`src/rtl/contador_pkg.sv`:
```
// Shared encodings and helpers for the parametrised pop counter bank.
package contador_pkg;

  localparam int unsigned MODE_WRAP = 0;
  localparam int unsigned MODE_SAT  = 1;

  // Number of bits needed to index n items, never less than 1.
  function automatic int unsigned clog2_min1(input int unsigned n);
    int unsigned r;
    r = 1;
    for (int unsigned i = 1; i < 32; i++) begin
      if ((64'(1) << i) < 64'(n)) r = i + 1;
    end
    return r;
  endfunction

endpackage

```
`src/rtl/contador_param_pop_counter_cell.sv`:
```
// One event counter with wrap or saturate behaviour and a sticky overflow flag.
module pop_counter_cell
  import contador_pkg::*;
#(
  parameter int unsigned CNT_W    = 5,
  parameter int unsigned SAT_MODE = MODE_WRAP
) (
  input  logic             clk,
  input  logic             reset,
  input  logic             inc,
  input  logic             clr,
  output logic [CNT_W-1:0] cnt,
  output logic             ovf
);

  localparam logic [CNT_W-1:0] CNT_MAX = '1;

  // Count pops; a clear restarts at 0, or 1 if a pop lands in the same cycle.
  always_ff @(posedge clk) begin
    if (reset) begin
      cnt <= '0;
      ovf <= 1'b0;
    end else if (clr) begin
      cnt <= inc ? CNT_W'(1) : '0;
      ovf <= 1'b0;
    end else if (inc) begin
      if (cnt == CNT_MAX) begin
        ovf <= 1'b1;
        cnt <= (SAT_MODE == MODE_SAT) ? CNT_MAX : '0;
      end else begin
        cnt <= cnt + CNT_W'(1);
      end
    end
  end

endmodule

```
`src/rtl/contador_param.sv`:
```
// Bank of per-FIFO pop counters with a one-cycle registered readback port.
module contador_param
  import contador_pkg::*;
#(
  parameter  int unsigned NUM_CH      = 5,
  parameter  int unsigned CNT_W       = 5,
  parameter  int unsigned SAT_MODE    = MODE_WRAP,
  parameter  int unsigned CLR_ON_READ = 0,
  localparam int unsigned IDX_W       = clog2_min1(NUM_CH)
) (
  input  logic              clk,
  input  logic              reset,
  input  logic [NUM_CH-1:0] pop,
  input  logic              idle,
  input  logic              req,
  input  logic [IDX_W-1:0]  idx,
  output logic              valid,
  output logic [CNT_W-1:0]  data_out,
  output logic              data_ovf,
  output logic              err
);

  logic [CNT_W-1:0]  cnt_arr [NUM_CH];
  logic [NUM_CH-1:0] ovf_arr;
  logic [NUM_CH-1:0] clr_vec;
  logic              in_range;
  logic              grant;
  logic              bad_req;
  logic [CNT_W-1:0]  rd_cnt;
  logic              rd_ovf;

  // Grant decode and readback mux of the pre-update counter contents.
  always_comb begin
    in_range = (32'(idx) < NUM_CH);
    grant    = req & idle & in_range;
    bad_req  = req & idle & ~in_range;
    rd_cnt   = '0;
    rd_ovf   = 1'b0;
    clr_vec  = '0;
    for (int unsigned i = 0; i < NUM_CH; i++) begin
      if (32'(idx) == i) begin
        rd_cnt     = cnt_arr[i];
        rd_ovf     = ovf_arr[i];
        clr_vec[i] = grant & (CLR_ON_READ != 0);
      end
    end
  end

  for (genvar g = 0; g < int'(NUM_CH); g++) begin : g_cell
    pop_counter_cell #(
      .CNT_W    (CNT_W),
      .SAT_MODE (SAT_MODE)
    ) u_cell (
      .clk   (clk),
      .reset (reset),
      .inc   (pop[g]),
      .clr   (clr_vec[g]),
      .cnt   (cnt_arr[g]),
      .ovf   (ovf_arr[g])
    );
  end

  // Registered read stage; data holds between granted reads.
  always_ff @(posedge clk) begin
    if (reset) begin
      valid    <= 1'b0;
      data_out <= '0;
      data_ovf <= 1'b0;
      err      <= 1'b0;
    end else begin
      valid <= grant;
      err   <= bad_req;
      if (grant) begin
        data_out <= rd_cnt;
        data_ovf <= rd_ovf;
      end
    end
  end

endmodule

```
`config.mk`:
```
export PLATFORM = sky130hd
export DESIGN_NAME = contador_param
export DESIGN_NICKNAME = d
export VERILOG_FILES = /design/src/rtl/contador_pkg.sv /design/src/rtl/contador_param_pop_counter_cell.sv /design/src/rtl/contador_param.sv
export SDC_FILE = /design/constraint.sdc
export NUM_CORES = 1
export LEC_CHECK = 0
export BUFFER_PORTS_ARGS = -buffer_cell sky130_fd_sc_hd__buf_4
export CAP_MARGIN = 20
export CORE_ASPECT_RATIO = 0.9
export CORE_MARGIN = 2
export CORE_UTILIZATION = 55
export CTS_CLUSTER_DIAMETER = 50
export DETAILED_ROUTE_END_ITERATION = 6
export PLACE_DENSITY = 0.75
export RECOVER_POWER = 25
export REMOVE_ABC_BUFFERS = 1
export SYNTH_ARGS = -nofsm -noshare
export SYNTH_HDL_FRONTEND = slang
export SYNTH_SLANG_ARGS = --single-unit
```
`constraint.sdc`:
```
create_clock -name clk -period 2.1 [get_ports clk]
set_clock_uncertainty 0.15 [all_clocks]
set_input_delay 0 -clock clk [delete_from_list [all_inputs] [get_ports clk]]
set_output_delay 0 -clock clk [all_outputs]
set_load 0.01 [all_outputs]
```
==> results summary <==
Setup repair after global routing left no endpoint under its margin. The cell accounting for the most synthesized area is dfxtp_1. The insertion delay of the later-clocked pin in the worst-skew pair came out at 290 ps.

The sum of overflow across all layers after global routing is 0. The final weighted congestion in routability-driven placement is 0.838. The type of the worst setup path is register to register. The register bit count reported by yosys came out at 38. The slack of the worst reg-to-reg path came out at 90 ps.

Pin placement for this block handled 20 I/O pins. The average wire per cell in the routed design came out at 14.1 um. Hold is met by 39.4 ps. The starting density of the core came out at 58.8%. At the end of the flow, the number of nets in the layout was 262. The TritonCTS sink count came out at 38.

The worst setup path is launched from a register. The required time reported for the critical path endpoint is 2130 ps. The path class of the tightest hold or removal check is primary input to register. The maximum level of the CTS H-tree is 2.

The via density per instance is 5.71. Of the available clock period, the critical path in the final layout requires 95.9%. Measured along the x axis, the die boundary spans 65.1 um. TritonCTS built the clock tree. The count of vias placed by the detailed router came out at 1617.

The buffers plus inverters on the worst setup path came out at 1. Yosys attributes the largest share of cell area to dfxtp_1, nor2_1, ha_1. The ratio of cells with drive above 1 in the final layout came out at 13.3%. The count of pins over their slew limit came out at 0. The worst reg2reg path endpoint is g_cell[1].u_cell.ovf. The global-route total usage across every layer came out at 23.2%.

The number of endpoints with negative hold slack in the final report came out at 0. The worst setup path is captured at a register. The synthesized area is 1850 sq um. The Yosys step of the flow raised 0 warnings. The iteration count of the initial detailed-routing pass is 4. Traced cell by cell, the critical path runs through ha_1, and3_1, ha_1, a21oi_1, nor2_1, dlygate4sd3_1. At the worst endpoint, the arrival time is 2050 ps. The DRC violation total after the first TritonRoute iteration came out at 120. The startpoint identified for the worst register-to-register timing path is g_cell[1].u_cell.cnt[0]. Counting buffers and inverters, the worst setup path is 6 cells deep.

The highest clock frequency the design can meet is 496 MHz. Clock tree synthesis selected as its root buffer the cell clkbuf_8. The largest net degree at the start of global routing is 33.

The worst setup slack before clock tree synthesis is 341 ps. The row count is 19. The floorplan die height came out at 59.0 um.

The number of different library cells in the post-synthesis netlist came out at 22. The layout-stage area growth over the synthesis result came out at 18.6%. Setup slack closes at 85.5 ps. The largest individual stage delay along the critical path comes from the cell dlygate4sd3_1. The final number of setup-violating endpoints is 0. The flow ran to the end, and the final reports show no timing, DRC or antenna violations.

For this run, the register share of the synthesized area comes to 41.2%. In the layout the commonest cells are dfxtp_1, nor2_1, a21oi_1. The DRC violations left came out at 0. At the pin with the least slew margin, the transition time is 581 ps. The maximum vdd drop is 0.000410 V. The initial antenna violation count is 0.

The floorplan step defined a die boundary enclosing 3840 sq um. On the worst path, the slowest cell contributes a delay of 560 ps. Wires add up to 3980 um. The post-place instance area came out at 2000 sq um.

Among cell families on the critical path, the largest total delay comes from buffers and inverters. The antenna diode instance count came out at 0. The area share of the leading cell type in the synthesized netlist is 41.2%. The power per unit of standard cell area is 646 nW/um^2. The half-perimeter wire length after placement is 2690 um. The number of buffers on the longest clock path is 2.

Leaving out fill and tap cells, the most frequent cell in the layout is dfxtp_1. The count of max-cap constraint violations is 0. The final critical-path required period is 2010 ps.

The TritonCTS buffer count is 5. The leakage power came out at 0.944 nW. The max-slew headroom at the worst pin came out at 61.1%. The finished cells cover 2190 sq um. The number of global-route vias before repair is 1613. The worst-path maximum fanout came out at 4. The wire length of the first global-routing pass came out at 6830 um.

The termination of the worst setup path is g_cell[1].u_cell.ovf. The number of I/O port buffers came out at 19. In this run the remaining antenna-violating nets after routing total 0.

The accumulated negative setup slack is 0 ps. Measured in cells, the most critical reg-to-reg path has a length of 6. The floorplan step defined a core boundary enclosing 3140 sq um. The critical path starts at g_cell[1].u_cell.cnt[0]. The cell count after synthesis came out at 210. The most numerous cell type found on the critical path is ha_1.

The clock-pin slew reported for the worst setup and hold paths after clock tree synthesis came out at 70 ps. The synthesized area per cell is 8.79 sq um.
-- Yosys cell counts, drive strengths merged --
master / instances
nand2b: 8
nand3b: 4
nand2: 12
and3: 10
nor2b: 2
nor2: 35
nor3b: 5
a22oi: 5
ha: 10
a31oi: 1
clkbuf: 6
buf: 2
dfxtp: 38
o21ai: 17
a22o: 6
a21oi: 19
nand3: 12
mux2i: 7
mux2: 11
-- worst min path at each step --
| stage | startpoint | end | slack [ps] | cells past startpoint |
|---|---|---|---|---|
| 2_1_floorplan | reset | g_cell[2].u_cell.cnt[1] | -80 | 1 |
| 3_3_place_gp | pop[4] | g_cell[4].u_cell.ovf | 140 | 3 |
| 3_5_place_dp | pop[1] | g_cell[1].u_cell.ovf | 150 | 3 |
| 4_1_cts | idle | data_out[4] | 30 | 3 |
| 5_1_grt | idle | data_out[4] | 60 | 3 |
| 6_report | idle | err | 40 | 3 |
-- kinds of logic (layout without fill, tap and decap cells) --
kind of cell             Yosys count  after routing  share of synthesized area, %
flip-flops                        38             38                          41.2
multiplexers                      18             18                          11.3
AO/OA/AOI/OAI                     48             48                          15.3
buffers and inverters              8             39                          2.10
AND/OR/NAND/NOR                   88             88                          23.3
adder cells (fa/ha/maj)           10             10                          6.78
-- per-layer routing --
metal,global-route usage (%),vias up,wire length [um]
li1,-,808,-
met1,28.1,764,1880
met2,39.9,36,1870
met3,4.78,9,152
met4,10.7,0,81
met5,0,-,0
-- metrics by stage --
step / cells / utilization [%] / power (W)
2_1_floorplan: 202 / - / 0.000835
3_3_place_gp: 263 / 63.8 / 0.000893
3_5_place_dp: 263 / 63.8 / 0.000901
4_1_cts: 283 / 70.5 / 0.00143
5_1_grt: 283 / 69.8 / 0.00147
6_report: 283 / 69.8 / 0.00141
-- flip-flops by register name, indices dropped and copies added, names as in the netlist --
name,cells
data_out,5
data_ovf,1
err,1
g_cell.u_cell.cnt,25
g_cell.u_cell.ovf,5
valid,1
-- where the power goes --
group | internal, W | switching [W]
logic | 0.0000678 | 0.0000742
registers | 0.000738 | 0.0000177
clock network | 0.000265 | 0.000251
total | 0.00107 | 0.000343
-- final cells by class --
type | count | area (sq um)
clock buffers | 7 | 86.3
clock inverters | 1 | 5.00
fillers | 267 | 948
multi-input cells | 164 | 1050
flip-flops and latches | 38 | 761
well taps | 42 | 52.6
repair buffers | 31 | 233
-- tightest hold or removal path, delay by kind of cell --
family                 cells  cell delay (ps)
and+or+nand+nor            2              330
buffers and inverters      1              120
-- repair_timing --
action,in CTS,in global routing
hold buffers,12,0
gates resized for setup,0,2
endpoints found under the setup margin,0,1
buffers inserted,0,0
hold endpoints to repair,35,0
(Power assumes the default switching activity.)
